## src/rtl/game_sequencer_pkg.sv

```systemverilog
// game_sequencer_pkg: shared types and constants for the reaction-game sequencer.
//   state_e  - round state, fixed encodings (IDLE=0, COUNTDOWN=1, PLAY=2, DONE=3)
//   TICK_DIV - clocks per measurement tick for the default clock/tick rates
//   calc_tick_div() - same derivation for arbitrary parameter values
package game_sequencer_pkg;

   typedef enum logic [1:0] {
      StIdle      = 2'd0,
      StCountdown = 2'd1,
      StPlay      = 2'd2,
      StDone      = 2'd3
   } state_e;

   localparam int unsigned DEF_CLK_HZ  = 100_000_000;
   localparam int unsigned DEF_TICK_HZ = 1000;
   localparam int unsigned TICK_DIV    = DEF_CLK_HZ / DEF_TICK_HZ;

   function automatic int unsigned calc_tick_div(input int unsigned clk_hz,
                                                 input int unsigned tick_hz);
      return clk_hz / tick_hz;
   endfunction

endpackage

```

## src/rtl/game_sequencer_tick.sv

```systemverilog
// tick_gen: clock divider emitting a one-cycle tick every DIV clocks.
//   clk     - system clock
//   rst_n   - asynchronous active-low reset
//   clear_i - synchronous restart; the next interval starts from zero
//   tick_o  - high for one cycle at the end of each DIV-clock interval
module tick_gen
   import game_sequencer_pkg::*;
#(
   parameter int unsigned DIV = TICK_DIV
) (
   input  logic clk,
   input  logic rst_n,
   input  logic clear_i,
   output logic tick_o
);

   localparam int unsigned CntW = (DIV > 1) ? $clog2(DIV) : 1;
   localparam logic [CntW-1:0] CntMax = CntW'(DIV - 1);

   logic [CntW-1:0] cnt_q, cnt_d;

   assign tick_o = (cnt_q == CntMax);

   always_comb begin
      if (clear_i || (cnt_q == CntMax)) begin
         cnt_d = '0;
      end else begin
         cnt_d = cnt_q + CntW'(1);
      end
   end

   always_ff @(posedge clk or negedge rst_n) begin
      if (!rst_n) begin
         cnt_q <= '0;
      end else begin
         cnt_q <= cnt_d;
      end
   end

endmodule

```

## src/rtl/game_sequencer.sv

```systemverilog
// game_sequencer: one round of the reaction game (arm, countdown, play window, result).
//   clk, rst_n         - system clock, asynchronous active-low reset
//   start_btn          - start request level (rising edge = request)
//   player_btn         - reaction press level (rising edge = press)
//   countdown_start    - high in COUNTDOWN
//   game_start         - high in PLAY
//   game_finish        - high in DONE
//   countdown_digit    - seconds remaining, 0 outside COUNTDOWN
//   reaction_ticks     - latched reaction count, valid in DONE
//   timed_out          - round ended by timeout
//   false_start        - round ended by an early press (only with FALSE_START_DETECT_EN)
// Build option: define FALSE_START_DETECT_EN to end the round on a press during COUNTDOWN.
// All outputs are a registered image of the internal round state, so they trail it by one
// clock: a button level change shows on the outputs two clocks later.
module game_sequencer
   import game_sequencer_pkg::*;
#(
   parameter int unsigned CLK_HZ        = 100_000_000,
   parameter int unsigned TICK_HZ       = 1000,
   parameter int unsigned COUNTDOWN_S   = 3,
   parameter int unsigned TIMEOUT_TICKS = 9999,
   parameter int unsigned CNT_W         = 14
) (
   input  logic             clk,
   input  logic             rst_n,
   input  logic             start_btn,
   input  logic             player_btn,
   output logic             countdown_start,
   output logic             game_start,
   output logic             game_finish,
   output logic [1:0]       countdown_digit,
   output logic [CNT_W-1:0] reaction_ticks,
`ifdef FALSE_START_DETECT_EN
   output logic             false_start,
`endif
   output logic             timed_out
);

   localparam int unsigned      TickDiv   = calc_tick_div(CLK_HZ, TICK_HZ);
   localparam int unsigned      SecW      = (TICK_HZ > 1) ? $clog2(TICK_HZ) : 1;
   localparam logic [SecW-1:0]  SecMax    = SecW'(TICK_HZ - 1);
   localparam logic [CNT_W-1:0] Timeout   = CNT_W'(TIMEOUT_TICKS);
   localparam logic [1:0]       DigitInit = 2'(COUNTDOWN_S);

   state_e           state_q, state_d;
   logic             start_q, player_q;
   logic             start_rise, player_rise;
   logic             tick, sec, enter;
   logic [SecW-1:0]  sec_cnt_q, sec_cnt_d;
   logic [CNT_W-1:0] count_q, count_d;
   logic [1:0]       digit_q, digit_d;
   logic [CNT_W-1:0] result_q, result_d;
   logic             timeout_q, timeout_d;
`ifdef FALSE_START_DETECT_EN
   logic             false_q, false_d;
`endif

   assign start_rise  = start_btn & ~start_q;
   assign player_rise = player_btn & ~player_q;
   assign sec         = tick && (sec_cnt_q == SecMax);

   tick_gen #(
      .DIV (TickDiv)
   ) u_tick_gen (
      .clk     (clk),
      .rst_n   (rst_n),
      .clear_i (enter),
      .tick_o  (tick)
   );

   always_comb begin
      state_d   = state_q;
      sec_cnt_d = sec_cnt_q;
      count_d   = count_q;
      digit_d   = digit_q;
      result_d  = result_q;
      timeout_d = timeout_q;
`ifdef FALSE_START_DETECT_EN
      false_d   = false_q;
`endif
      unique case (state_q)
         StIdle, StDone: begin
            if (start_rise) begin
               state_d   = StCountdown;
               digit_d   = DigitInit;
               result_d  = '0;
               timeout_d = 1'b0;
`ifdef FALSE_START_DETECT_EN
               false_d   = 1'b0;
`endif
            end
         end
         StCountdown: begin
`ifdef FALSE_START_DETECT_EN
            if (player_rise) begin
               state_d   = StDone;
               digit_d   = '0;
               result_d  = '0;
               timeout_d = 1'b0;
               false_d   = 1'b1;
            end else
`endif
            if (sec) begin
               if (digit_q == 2'd1) begin
                  state_d = StPlay;
                  digit_d = '0;
               end else begin
                  digit_d = digit_q - 2'd1;
               end
            end
         end
         StPlay: begin
            // A press beats a same-cycle tick, so the pre-increment count is latched.
            if (player_rise) begin
               state_d  = StDone;
               result_d = count_q;
            end else if (tick) begin
               if (count_q >= Timeout - CNT_W'(1)) begin
                  state_d   = StDone;
                  count_d   = Timeout;
                  result_d  = Timeout;
                  timeout_d = 1'b1;
               end else begin
                  count_d = count_q + CNT_W'(1);
               end
            end
         end
      endcase

      // Every state entry restarts the tick and second timing from zero.
      enter = (state_d != state_q);
      if (enter) begin
         sec_cnt_d = '0;
         if (state_d == StPlay) begin
            count_d = '0;
         end
      end else if ((state_q == StCountdown) && tick) begin
         sec_cnt_d = sec ? '0 : sec_cnt_q + SecW'(1);
      end
   end

   always_ff @(posedge clk or negedge rst_n) begin
      if (!rst_n) begin
         state_q         <= StIdle;
         start_q         <= 1'b0;
         player_q        <= 1'b0;
         sec_cnt_q       <= '0;
         count_q         <= '0;
         digit_q         <= '0;
         result_q        <= '0;
         timeout_q       <= 1'b0;
         countdown_start <= 1'b0;
         game_start      <= 1'b0;
         game_finish     <= 1'b0;
         countdown_digit <= '0;
         reaction_ticks  <= '0;
         timed_out       <= 1'b0;
`ifdef FALSE_START_DETECT_EN
         false_q         <= 1'b0;
         false_start     <= 1'b0;
`endif
      end else begin
         state_q         <= state_d;
         start_q         <= start_btn;
         player_q        <= player_btn;
         sec_cnt_q       <= sec_cnt_d;
         count_q         <= count_d;
         digit_q         <= digit_d;
         result_q        <= result_d;
         timeout_q       <= timeout_d;
         countdown_start <= (state_q == StCountdown);
         game_start      <= (state_q == StPlay);
         game_finish     <= (state_q == StDone);
         countdown_digit <= digit_q;
         reaction_ticks  <= result_q;
         timed_out       <= timeout_q;
`ifdef FALSE_START_DETECT_EN
         false_q         <= false_d;
         false_start     <= false_q;
`endif
      end
   end

endmodule

```

## config.mk

```make
export PLATFORM = sky130hd
export DESIGN_NAME = game_sequencer
export DESIGN_NICKNAME = d
export VERILOG_FILES = /design/src/rtl/game_sequencer_pkg.sv /design/src/rtl/game_sequencer_tick.sv /design/src/rtl/game_sequencer.sv
export SDC_FILE = /design/constraint.sdc
export NUM_CORES = 1
export LEC_CHECK = 0
export ABC_AREA = 1
export CORE_MARGIN = 4
export CORE_UTILIZATION = 45
export DETAILED_ROUTE_END_ITERATION = 12
export GPL_TIMING_DRIVEN = 0
export PLACE_DENSITY = 0.6
export SLEW_MARGIN = 20
export SYNTH_ARGS = -nofsm -noshare
export SYNTH_HDL_FRONTEND = slang
export SYNTH_SLANG_ARGS = --single-unit
```

## constraint.sdc

```tcl
create_clock -name clk -period 2.3 [get_ports clk]
set_input_delay 0.23 -clock clk [delete_from_list [all_inputs] [get_ports clk]]
set_output_delay 0.23 -clock clk [all_outputs]
set_load 0.005 [all_outputs]
```

==> results.txt, run 1 <==
CTS root buf: clkbuf_8
Fin crit share: 0.944
Seq/Total Area, Yosys: 0.493
Share of the synthesized area in the top cell type: 0.493
Sink Count: 82
Reg2Reg Launch Point: u_tick_gen.cnt_q[1]$_DFF_PN0_
Gr ovfl total: 0
GP Congestion: 0.866
CP max stage cell: dfrtp_1
Area growth from synthesis to layout: 17.3%
Die footprint: 0.0108 mm^2
H-tree depth: 3
Routed wire length: 8.45 mm
Final worst path period need: 2.17 ns
Status: complete, no violations
FMAX: 461 MHz
CP most frequent cell: nor2_4
Max clock buf depth: 2
Skew-Pair Late Insertion Delay: 0.35 ns
Worst R2R Path Depth: 14
Synth cell types: 40
Largest net degree at the start of global routing: 52
Share of synthesized flip-flops with an asynchronous set or reset: 1.00
Core Area: 0.00885 mm^2
Row count: 34
Worst path cell trace: ha_2 > nand2_4 > nor2_4 > nand2_2 > nor2_4 > nand4_1 > nand2_1 > inv_2 > nand3_2 > nand2_2 > nor2_4 > nand3_4 > clkbuf_16 > nor2_4
Measured slew at the worst slew-check pin: 0.653 ns
Synth Register Bits: 82
Final setup fails: 0
Max_cap viols: 0
Filler cell count: 786
CTS tree: built
Largest cells by area after synthesis: dfrtp_1 (49%), nand2_1 (8.7%), nor2_1 (6.1%), inv_1 (4.4%), nand4_1 (4.4%)
Total track usage: 0.163
Most common cell after layout, fill and taps aside: nand2_1
Critical path class: flip-flop to flip-flop
Initial Utilization: 0.470
Pleak: 2.25 nW
Via count: 3221
Share of layout cells above drive strength 1: 0.143
Peak supply drop: 0.861 mV
Final setup margin: 0.129 ns
Placed Cells: 617
Synth Instances: 485
Power per cell area: 1190 mW/mm^2
Dominant cell type by area after synthesis: dfrtp_1
Worst reg2reg path endpoint: u_tick_gen.cnt_q[7]$_DFF_PN0_
First-pass GRT wire length: 14.6 mm
Worst setup EP type: flip-flop
HP Class: input pin to flip-flop
Crit-path max FO: 8
Final nets: 538
Main synth FF type: dfrtp_1
Sum Neg Setup Slack: 0 ns
First DRT Iteration DRCs: 93
Tot Pwr: 0.00581 W
R2r setup slk: 0.13 ns
CP Data Arrival Time: 2.46 ns
Startpoint Class: flip-flop
Rel. slew slack: 0.565
Post-layout util: 0.551
Number of buffers and inverters on the critical path: 2
Worst hold endpoint: start_q$_DFF_PN0_
Worst Skew: 0.0108 ns
# diodes: 0
Hold Crit Start: start_btn
Final Max Tran Viols: 0
Dpl hpwl: 5.86 mm
Initial antenna violation count: 0
Buffers on Ports: 23
Final hold viol count: 0
Die H: 104 um
# DRC: 0
Most frequent cells in the layout: nand2_1 (92), dfrtp_1 (82), nor2_1 (66)
Worst-path clk slew: 0.08 ns
Synthesis Warnings: 0
Dpl ws: -0.0484 ns
Worst path top cell family by delay: simple AND/OR/NAND/NOR gates
Critical Path RT: 2.59 ns
IO Pins: 24
Finished Layout Cells: 639
Synthesized area: 0.00416 mm^2
Antenna-violating nets left: 0
Routed wire length per instance: 13.2 um
First-pass DRT Iterations: 4
Avg Inst Size Synth: 8.58 um^2
Vias in the first global route: 3068
Die width: 104 um
Hold-critical path depth: 1
Post-synth EDFFs: 0
Max incr delay on CP: 0.37 ns
Post-synth net total: 497
Via density: 5.04
Num CTS Buffers: 9
==> final cells by class <==
class,count,area [um^2],share of cell area
sequential,82,2050,0.421
multi-input combinational,335,1860,0.382
timing repair buffer,30,313,0.0641
inverter,58,220,0.0451
clock buffer,12,155,0.0318
tap,108,135,0.0277
buffer,10,88.8,0.0182
clock inverter,4,50.0,0.0103
==> per-layer routing <==
layer	GRT usage	up-vias	wire, um	part of all wire
met3	0.0273	14	230	0.027
li1	-	1648	-	-
met2	0.249	38	3900	0.46
met1	0.231	1521	4150	0.49
met4	0.0665	0	175	0.021
met5	0	-	0	0
==> worst reg2reg max path: stages, from the launching register on <==
cell and delay (ns):
dfrtp_1 0.37, ha_2 0.23, nand2_4 0.07, nor2_4 0.12
nand2_2 0.08, nor2_4 0.19, nand4_1 0.11, nand2_1 0.10
inv_2 0.05, nand3_2 0.07, nand2_2 0.07, nor2_4 0.18
nand3_4 0.18, clkbuf_16 0.22, nor2_4 0.06
==> metrics by stage <==
| stage | instance area, um^2 | hold WS [ns] |
|---|---|---|
| after floorplan | 4160 | -0.0656 |
| after global routing | 4880 | 0.348 |
| after detailed placement | 4540 | 0.304 |
| after CTS | 4760 | 0.327 |
| final | 4880 | 0.347 |
| after global placement | 4530 | 0.359 |
==> cell usage after synthesis (all sizes together), types with 4 or more instances <==
cell,n
a21oi,9
buf,9
dfrtp,82
ha,8
inv,57
nand2,101
nand3,34
nand4,29
nor2,85
nor3,10
nor4,4
o21ai,24
xnor2,4
xor2,18
==> sequential cells by signal (all words and copies together), names as in the netlist <==
register / count
count_q: 14
countdown_digit: 2
countdown_start: 1
digit_q: 2
game_finish: 1
game_start: 1
player_q: 1
reaction_ticks: 14
result_q: 14
sec_cnt_q: 10
start_q: 1
state_q: 2
timed_out: 1
timeout_q: 1
u_tick_gen.cnt_q: 17
==> logic make-up (layout without fill, tap and decap cells) <==
kind of cell             count (synthesis)  count (layout)  synth area share
flip-flops                              82              82             0.493
buffers and inverters                   68             114            0.0710
AND/OR/NAND/NOR                        267             267             0.317
AO/OA/AOI/OAI                           38              38            0.0487
adder cells (fa/ha/maj)                  8               8            0.0241
XOR/XNOR                                22              22            0.0463
==> power breakdown <==
| part | total, W | switching (W) | internal [W] |
|---|---|---|---|
| sequential | 0.00188 | 0.000183 | 0.00170 |
| combinational | 0.00285 | 0.00173 | 0.00112 |
| clock | 0.00108 | 0.000516 | 0.000560 |
==> how the worst max path moves through the flow <==
stage / slack (ns) / to / start / cells past startpoint
2_1_floorplan: 0.39 / result_q[10]$_DFFE_PN0P_ / u_tick_gen.cnt_q[0]$_DFF_PN0_ / 15
3_3_place_gp: -1.97 / state_q[0]$_DFF_PN0_ / rst_n / 1
3_5_place_dp: -0.05 / u_tick_gen.cnt_q[12]$_DFF_PN0_ / player_btn / 14
4_1_cts: 0.06 / count_q[7]$_DFF_PN0_ / u_tick_gen.cnt_q[0]$_DFF_PN0_ / 15
5_1_grt: -0.05 / u_tick_gen.cnt_q[7]$_DFF_PN0_ / u_tick_gen.cnt_q[1]$_DFF_PN0_ / 14
6_report: 0.13 / u_tick_gen.cnt_q[7]$_DFF_PN0_ / u_tick_gen.cnt_q[1]$_DFF_PN0_ / 14
==> what timing repair did <==
action | 4_1_cts | 5_1_grt
setup endpoints to repair | 0 | 47
gates resized for setup | 0 | 20
hold endpoints to repair | 50 | 0
buffers inserted | 0 | 4
hold buffers | 1 | 0
Note: power is estimated with default switching activity, not from simulation.
==> inputs of run 2 (changes only) <==
--- a/config.mk
+++ b/config.mk
@@ -6,8 +6,10 @@
 export NUM_CORES = 1
 export LEC_CHECK = 0
 export ABC_AREA = 1
+export CORE_ASPECT_RATIO = 2
 export CORE_MARGIN = 4
 export CORE_UTILIZATION = 45
+export CTS_CLUSTER_DIAMETER = 200
 export DETAILED_ROUTE_END_ITERATION = 12
 export GPL_TIMING_DRIVEN = 0
 export PLACE_DENSITY = 0.6
==> results.txt, run 2 (synthesis gave the netlist of run 1 again) <==
Status: complete, no violations
Rel. slew slack: 0.589
Peak supply drop: 0.874 mV
First-pass DRT Iterations: 4
Post-layout util: 0.555
Gr ovfl total: 0
Largest Register: u_tick_gen.cnt_q
Final setup fails: 0
Met2 WL: 5.00 mm
Net switching power: 0.00256 W
Max clock buf depth: 2
Routed wire length per instance: 14.3 um
CP Data Arrival Time: 2.38 ns
GP Congestion: 0.919
Uppermost layer routed: met4
Max_cap viols: 0
Finished Cell Area: 0.00500 mm^2
Initial antenna violation count: 0
Worst Skew: 0.00528 ns
Worst-path clk slew: 0.06 ns
Critical Path RT: 2.53 ns
Sw Share: 0.393
IO Pins: 24
WL met1: 3.50 mm
# DRC: 0
Final Max Tran Viols: 0
Skew-Pair Late Insertion Delay: 0.34 ns
Routed wire length: 9.04 mm
Final hold viol count: 0
Buffers on Ports: 23
Logic pwr share: 0.455
Sequential power share: 0.289
Placed Cells: 611
Max reg flops: 17
Row count: 49
Finished Layout Cells: 634
Area growth from synthesis to layout: 20.3%
Total track usage: 0.178
Largest net degree at the start of global routing: 47
HP Class: input pin to flip-flop
Int Power: 0.00396 W
Worst setup EP type: flip-flop
Vias in the first global route: 3371
# diodes: 0
Area post-placement: 0.00454 mm^2
Initial Utilization: 0.462
FMAX: 465 MHz
Startpoint Class: flip-flop
First DRT Iteration DRCs: 229
Final nets: 539
Die footprint: 0.0109 mm^2
Via density: 5.24
Share of layout cells above drive strength 1: 0.141
Most common cell after layout, fill and taps aside: nand2_1
R2r setup slk: 0.15 ns
CTS root buf: clkbuf_16
Met3 routed WL: 246 um
Clock power share: 0.257
First-pass GRT wire length: 15.7 mm
Core Area: 0.00901 mm^2
Die H: 144 um
H-tree depth: 3
Die width: 76.0 um
Via count: 3322
Dpl hpwl: 6.62 mm
Crit-path max FO: 5
CTS tree: built
Fin crit share: 0.936
Power per cell area: 1300 mW/mm^2
Critical path class: flip-flop to flip-flop
Most frequent cells in the layout: nand2_1 (94), dfrtp_1 (81), nor2_1 (66)
Final worst path period need: 2.15 ns
Pleak: 2.32 nW
Antenna-violating nets left: 0
Num CTS Buffers: 9
Measured slew at the worst slew-check pin: 0.617 ns
Hold WS: 0.356 ns
Sink Count: 82
## run 2: cell types whose count changed in the layout (fill, tap and decap cells not counted), moves of 2 or more
cell       delta
inv_6         +3
clkbuf_16     +9
bufinv_16     +2
nand2_1       +2
clkbuf_8     -11
## run 2: what timing repair did
action | CTS | global route
buffers inserted | 0 | 5
resized for setup | 1 | 11
hold buffers | 1 | 0
gates cloned | 0 | 1
pin swaps | 0 | 6
setup endpoints to repair | 10 | 46
hold endpoints to repair | 45 | 0
## run 2: critical path, cell delays in order, from the launching register on
cell and delay [ns]:
dfrtp_1 0.37, ha_2 0.19, nand2_2 0.09, nor2_4 0.11, nand2_1 0.09, nor2_4 0.20
nand3_2 0.09, nand2_1 0.08, nand2_1 0.07, nand2_2 0.08, nand3_1 0.10, nand2_1 0.14
nor2_4 0.07, nand3_4 0.15, clkbuf_16 0.19, nor2_4 0.03
## run 2: path summary, 6_finish.rpt
check	depth (start not counted)	end	start
worst max register to register	15	u_tick_gen.cnt_q[13]$_DFF_PN0_	u_tick_gen.cnt_q[0]$_DFF_PN0_
worst max-delay path	15	u_tick_gen.cnt_q[13]$_DFF_PN0_	u_tick_gen.cnt_q[0]$_DFF_PN0_
worst min-delay path	1	start_q$_DFF_PN0_	start_btn
worst min register to register	0	reaction_ticks[1]$_DFF_PN0_	result_q[1]$_DFFE_PN0P_
min in group asynchronous	2	sec_cnt_q[7]$_DFFE_PN0P_	rst_n
max in group asynchronous	3	u_tick_gen.cnt_q[3]$_DFF_PN0_	rst_n
## run 2: final cells by class
type / instances / area [um^2]
Sequential cell: 82 / 2050
Tap cell: 102 / 128
Fill cell: 821 / 4010
Clock inverter: 7 / 124
Inverter: 58 / 220
Clock buffer: 9 / 225
Buffer: 10 / 88.8
Multi-Input combinational cell: 335 / 1830
Timing Repair Buffer: 31 / 333
## run 2: power by group through the flow
stage	registers [W]	clock network [W]	logic, W
after floorplan	0.00187	0	0.00186
after global placement	0.00190	0	0.00251
after detailed placement	0.00191	0	0.00256
after CTS	0.00188	0.00171	0.00258
after global routing	0.00193	0.00179	0.00328
final	0.00188	0.00167	0.00297
## run 2: metrics by stage
stage,power [W],setup TNS (ns),worst slack [ns]
6_report,0.00653,0,0.148
3_3_place_gp,0.00441,-158.95,-1.94
3_5_place_dp,0.00447,-0.769,-0.0685
4_1_cts,0.00618,0,0.0415
5_1_grt,0.00700,-0.0263,-0.0138
2_1_floorplan,0.00373,0,0.392
## run 2: routing by layer
| layer | vias to the layer above | GRT usage |
|---|---|---|
| met2 | 61 | 0.333 |
| met4 | 0 | 0.0882 |
| met1 | 1582 | 0.191 |
| met5 | - | 0 |
| li1 | 1659 | - |
| met3 | 20 | 0.0287 |
